==> src/rtl/exc_redirect_ctrl_pkg.sv <==
// Shared constants for the exception/ERET redirect sequencer.
// State encodings and the fixed exception entry vector.
package exc_redirect_ctrl_pkg;

    localparam logic [1:0] EXR_IDLE     = 2'd0;
    localparam logic [1:0] EXR_DRAIN    = 2'd1;
    localparam logic [1:0] EXR_REDIRECT = 2'd2;

    localparam logic [31:0] EXC_VECTOR = 32'hbfc00380;

endpackage

==> src/rtl/exc_redirect_ctrl_inflight_counter.sv <==
// Up/down count of in-flight requests on an SRAM-like port.
// Saturates at MAX_OUTSTANDING and floors at zero.
module inflight_counter #(
    parameter int MAX_OUTSTANDING = 2,
    parameter int CNT_W           = $clog2(MAX_OUTSTANDING + 1)
) (
    input  logic             clk,
    input  logic             reset,
    input  logic             fire,
    input  logic             rsp,
    output logic [CNT_W-1:0] cnt
);

    localparam logic [CNT_W-1:0] MAX_C = CNT_W'(MAX_OUTSTANDING);

    logic [CNT_W-1:0] cnt_q;
    logic [CNT_W-1:0] cnt_d;

    // Next count: a request and a response in the same cycle cancel.
    always_comb begin
        cnt_d = cnt_q;
        if (fire && !rsp && cnt_q != MAX_C) begin
            cnt_d = cnt_q + CNT_W'(1);
        end else if (rsp && !fire && cnt_q != '0) begin
            cnt_d = cnt_q - CNT_W'(1);
        end
    end

    // Count register.
    always_ff @(posedge clk) begin
        if (reset) begin
            cnt_q <= '0;
        end else begin
            cnt_q <= cnt_d;
        end
    end

    assign cnt = cnt_q;

endmodule

==> src/rtl/exc_redirect_ctrl.sv <==
// Flushes on a WB exception/ERET, drains stale fetch responses,
// then offers the redirect PC to pre-IF until it is acknowledged.
module exc_redirect_ctrl
    import exc_redirect_ctrl_pkg::*;
#(
    parameter int MAX_OUTSTANDING = 2,
    parameter int CNT_W           = $clog2(MAX_OUTSTANDING + 1)
) (
    input  logic        clk,
    input  logic        reset,
    input  logic        ws_exc_valid,
    input  logic [31:0] ws_target,
    input  logic        inst_req_fire,
    input  logic        inst_rsp,
    output logic        flush,
    output logic        discard_rsp,
    output logic        fetch_stall,
    output logic        redirect_valid,
    output logic [31:0] redirect_pc,
    input  logic        redirect_ack,
    output logic        busy
);

    // One extra bit so out_cnt plus a same-cycle request cannot wrap.
    localparam int DW = CNT_W + 1;
    localparam logic [CNT_W-1:0] MAX_C = CNT_W'(MAX_OUTSTANDING);

    logic [CNT_W-1:0] out_cnt;
    logic [1:0]       state_q;
    logic [1:0]       state_d;
    logic [DW-1:0]    disc_cnt_q;
    logic [DW-1:0]    disc_cnt_d;
    logic [DW-1:0]    disc_init;
    logic [31:0]      tgt_r_q;
    logic [31:0]      tgt_r_d;
    logic             in_idle;
    logic             take_exc;

    inflight_counter #(
        .MAX_OUTSTANDING(MAX_OUTSTANDING),
        .CNT_W          (CNT_W)
    ) u_inflight (
        .clk  (clk),
        .reset(reset),
        .fire (inst_req_fire),
        .rsp  (inst_rsp),
        .cnt  (out_cnt)
    );

    assign in_idle  = (state_q == EXR_IDLE);
    assign take_exc = in_idle && ws_exc_valid;

    // Responses still owed once this cycle's request/response settle.
    always_comb begin
        disc_init = {1'b0, out_cnt};
        if (inst_req_fire && !inst_rsp) begin
            disc_init = disc_init + DW'(1);
        end else if (inst_rsp && !inst_req_fire && out_cnt != '0) begin
            disc_init = disc_init - DW'(1);
        end
    end

    // Sequencer: IDLE -> (DRAIN) -> REDIRECT -> IDLE.
    always_comb begin
        state_d    = state_q;
        disc_cnt_d = disc_cnt_q;
        tgt_r_d    = tgt_r_q;
        case (state_q)
            EXR_IDLE: begin
                if (ws_exc_valid) begin
                    tgt_r_d    = ws_target;
                    disc_cnt_d = disc_init;
                    state_d    = (disc_init != '0) ? EXR_DRAIN
                                                   : EXR_REDIRECT;
                end
            end
            EXR_DRAIN: begin
                if (inst_rsp) begin
                    if (disc_cnt_q != '0) begin
                        disc_cnt_d = disc_cnt_q - DW'(1);
                    end
                    if (disc_cnt_q <= DW'(1)) begin
                        state_d = EXR_REDIRECT;
                    end
                end
            end
            EXR_REDIRECT: begin
                if (redirect_ack) begin
                    state_d = EXR_IDLE;
                end
            end
            default: begin
                state_d = EXR_IDLE;
            end
        endcase
    end

    // State, discard count and captured target.
    always_ff @(posedge clk) begin
        if (reset) begin
            state_q    <= EXR_IDLE;
            disc_cnt_q <= '0;
            tgt_r_q    <= '0;
        end else begin
            state_q    <= state_d;
            disc_cnt_q <= disc_cnt_d;
            tgt_r_q    <= tgt_r_d;
        end
    end

    assign flush          = take_exc;
    assign discard_rsp    = inst_rsp &&
                            ((state_q == EXR_DRAIN) || take_exc);
    assign fetch_stall    = !in_idle || ws_exc_valid ||
                            (out_cnt == MAX_C);
    assign redirect_valid = (state_q == EXR_REDIRECT);
    assign redirect_pc    = redirect_valid ? tgt_r_q : 32'h0;
    assign busy           = !in_idle;

endmodule
==> config.mk <==
export PLATFORM = sky130hd
export DESIGN_NAME = exc_redirect_ctrl
export DESIGN_NICKNAME = d
export VERILOG_FILES = /design/src/rtl/exc_redirect_ctrl_pkg.sv /design/src/rtl/exc_redirect_ctrl_inflight_counter.sv /design/src/rtl/exc_redirect_ctrl.sv
export SDC_FILE = /design/constraint.sdc
export NUM_CORES = 1
export LEC_CHECK = 0
export BUFFER_PORTS_ARGS = -buffer_cell sky130_fd_sc_hd__buf_2
export CAP_MARGIN = 0
export CORE_ASPECT_RATIO = 1.75
export CORE_MARGIN = 4
export CORE_UTILIZATION = 43
export DETAILED_ROUTE_END_ITERATION = 7
export GPL_TIMING_DRIVEN = 0
export PLACE_DENSITY = 0.75
export SLEW_MARGIN = 20
export SYNTH_ARGS = -nofsm -noshare
export SYNTH_HDL_FRONTEND = slang
export SYNTH_SLANG_ARGS = --single-unit
export TNS_END_PERCENT = 20
==> constraint.sdc <==
create_clock -name clk -period 1.8 [get_ports clk]
set_clock_uncertainty 0.1 [all_clocks]
set_input_delay 0.18 -clock clk [delete_from_list [all_inputs] [get_ports clk]]
set_output_delay 0.18 -clock clk [all_outputs]
set_load 0.005 [all_outputs]
==> results.txt <==
CP startpoint kind: flop
peak supply drop: 0.6475 mV
max-capacitance violation count: 0
Vias/cell: 4.914
Die Y: 95.86 microns
Slowest-stage cell, CP: dfxtp_4
actual slew at the worst max-slew pin: 500.0 ps
fin nets: 379
die outline width: 58.21 microns
drt pass-1 iters: 4
Post-synth EDFFs: 0
r2r setup slk: 80 ps
total global-route track usage: 17.42%
Rows: 31
DRT iter0 DRCs: 45
Antenna Nets Post-Route: 0
Initial Utilization: 45.28%
R2R depth: 7
minimum clock period: 1734 ps
final hold vios: 0
IO Count: 75
Reg-to-Reg End: state_q[1]
FF-to-FF Start: u_inflight.cnt[1]
Final Power: 2.597 mW
Placement Cell Area: 2318 sq um
area added between synthesis and finish: 35.36%
worst skew pair latency: 290 ps
die footprint: 5580 sq um
WP data arrival: 1450 ps
Slew HR: 66.66%
vias in the first global route: 1810
main area contributors after synthesis: dfxtp_1 41%, nand2_1 13%, and2_1 11%, a21oi_1 10%, ha_1 4.6%
crit path from: u_inflight.cnt[1]
Max FO, Critical Path: 5
share of layout cells above drive strength 1: 34.63%
setup slack after layout: 66.32 ps
drc violations: 0
fin. max-slew vios: 0
critical-path cell list: buf_4 > ha_1 > or3_1 > buf_2
Setup Crit Path Kind: reg2out
Worst Path Required: 1520 ps
status: finished clean
crit-path max cell delay: 370 ps
H-tree depth reported by CTS: 2
DP HPWL: 3571 microns
WHS: 14.17 ps
ys flop type: dfxtp_1
Setup crit end kind: primary output
antenna cells: 0
syn nets: 294
asr flop ratio synth: 0%
CP bufs+invs: 2
clk sink count: 39
Yosys top cell area share: 41.16%
Syn Inst Count: 249
Max Freq: 576.8 MHz
mapped cell area: 1897 sq um
Reg clk slew, reported paths: 80 ps
Setup WS pre-CTS: -186.1 ps
pwr dens: 1012 nW/um^2
Synth Register Bits: 39
largest net degree at the start of global routing: 14
sequential fraction of the synthesis area: 41.16%
core area: 4189 sq um
ratio of final minimum period to clock period: 96.32%
static leakage: 1.214 nW
hold-critical path depth: 3
cts bufs inserted: 5
Top delay family on crit path: flip-flops
Final GP Congestion: 0.8114
post-synth cell types: 32
Clock Path Buffers: 2
GRT Residual Overflow: 0
Worst Hold Class: in2reg
Final Core Density: 61.29%
RSZ-0062 raised after global routing: true
Port Buffers: 72
Clk Tree Root Cell: clkbuf_8
Hold Buf Count CTS: 0
Synth Warn #: 0
Critical Path Stages: 4
TritonCTS clock tree: yes
routed length per placed instance: 12.46 microns
Routed WL: 4784 microns
first-pass GRT wire length: 7596 microns
Synth area leader: dfxtp_1
via count: 1887
Setup crit end: fetch_stall
Final setup viols: 0
initial antenna violation count: 0
cell area after layout: 2567 sq um
syn avg cell area: 7.618 sq um
==> where the power goes <==
part / internal, mW / leakage (nW) / switching (mW)
registers: 0.978 / 0.322 / 0.0550
logic: 0.376 / 0.834 / 0.469
clock network: 0.413 / 0.0581 / 0.306
==> worst register-to-register path: stages, from the launching register on <==
cell      delay, ps
dfxtp_4         380
inv_2            50
ha_2            190
or3b_4          380
o211ai_2         90
o21ai_2         110
o31ai_2         200
and3_1          170
==> cell usage in the layout (no fill, tap or decap), types with 2 or more instances in the layout <==
| cell type | n |
|---|---|
| inv_2 | 2 |
| nor2_1 | 5 |
| a21oi_1 | 37 |
| o31ai_2 | 2 |
| clkbuf_8 | 5 |
| ha_1 | 6 |
| and2_1 | 32 |
| nand2_1 | 67 |
| buf_2 | 74 |
| nor2b_1 | 7 |
| o21ai_0 | 3 |
| dfxtp_4 | 2 |
| inv_1 | 3 |
| nor2_4 | 2 |
| clkinv_2 | 2 |
| clkbuf_1 | 7 |
| xnor2_1 | 2 |
| buf_6 | 2 |
| buf_4 | 10 |
| dfxtp_1 | 37 |
| nand2b_1 | 2 |
==> metrics by stage <==
| step | std cells | setup TNS, ps |
|---|---|---|
| 2_1_floorplan | 249 | 0 |
| 3_3_place_gp | 370 | -476.0 |
| 3_5_place_dp | 370 | -611.2 |
| 4_1_cts | 380 | -4.124 |
| 5_1_grt | 384 | -125.8 |
| 6_report | 384 | 0 |
==> timing repair <==
item                                    4_1_cts  5_1_grt
pin swaps                                     2        5
endpoints found under the hold margin         0        0
endpoints found under the setup margin       36       34
setup buffers                                 2        4
gates resized for setup                      20       17
==> layer usage <==
metal / routed length, microns / share of wire, % / track usage [%]
met3: 244 / 5.1 / 3.624
met2: 2683 / 56 / 32.55
met4: 105 / 2.2 / 9.478
met5: 0 / 0 / 0
met1: 1751 / 37 / 17.48
==> logic make-up (layout without fill, tap and decap cells) <==
family / after synthesis / after routing / synth area share (%)
fa+ha+maj: 7 / 7 / 4.617
buf+inv: 22 / 108 / 5.079
simple gates: 124 / 124 / 31.13
xor+xnor: 3 / 3 / 1.385
mux: 1 / 1 / 0.5936
compound gates: 53 / 53 / 16.03
flops: 39 / 39 / 41.16
==> sequential cells by signal, summed over array words and instances (netlist names) <==
| name | count |
|---|---|
| disc_cnt_q | 3 |
| state_q | 2 |
| tgt_r_q | 32 |
| u_inflight.cnt | 2 |
==> final cells by class <==
class / instances / area, sq um
sequential: 39 / 788.3
fill: 422 / 1622
tap: 49 / 61.31
clock inverter: 3 / 43.79
inverter: 6 / 23.77
buffer: 16 / 96.34
clock buffer: 5 / 68.82
multi-input combinational: 188 / 1080
timing repair buffer: 78 / 405.4
==> cells in the mapped netlist, types with 2 or more instances <==
cell and count:
a21oi_1 38, nor2_1 8, and2_1 32, nand2b_1 2
ha_1 7, clkbuf_1 10, nor2b_1 8, nand2_1 68
xnor2_1 3, o21ai_0 3, o31ai_1 3, buf_2 5
dfxtp_1 39, inv_1 5
==> worst min path at each step <==
stage                   from           to  slack [ps]
6_report       ws_target[28]  tgt_r_q[28]          10
5_1_grt        ws_target[28]  tgt_r_q[28]           9
4_1_cts        ws_target[28]  tgt_r_q[28]           9
3_3_place_gp   ws_target[24]  tgt_r_q[24]         320
2_1_floorplan   ws_target[0]   tgt_r_q[0]         220
3_5_place_dp   ws_target[28]  tgt_r_q[28]         330
Note: power is estimated with default switching activity, not from simulation.
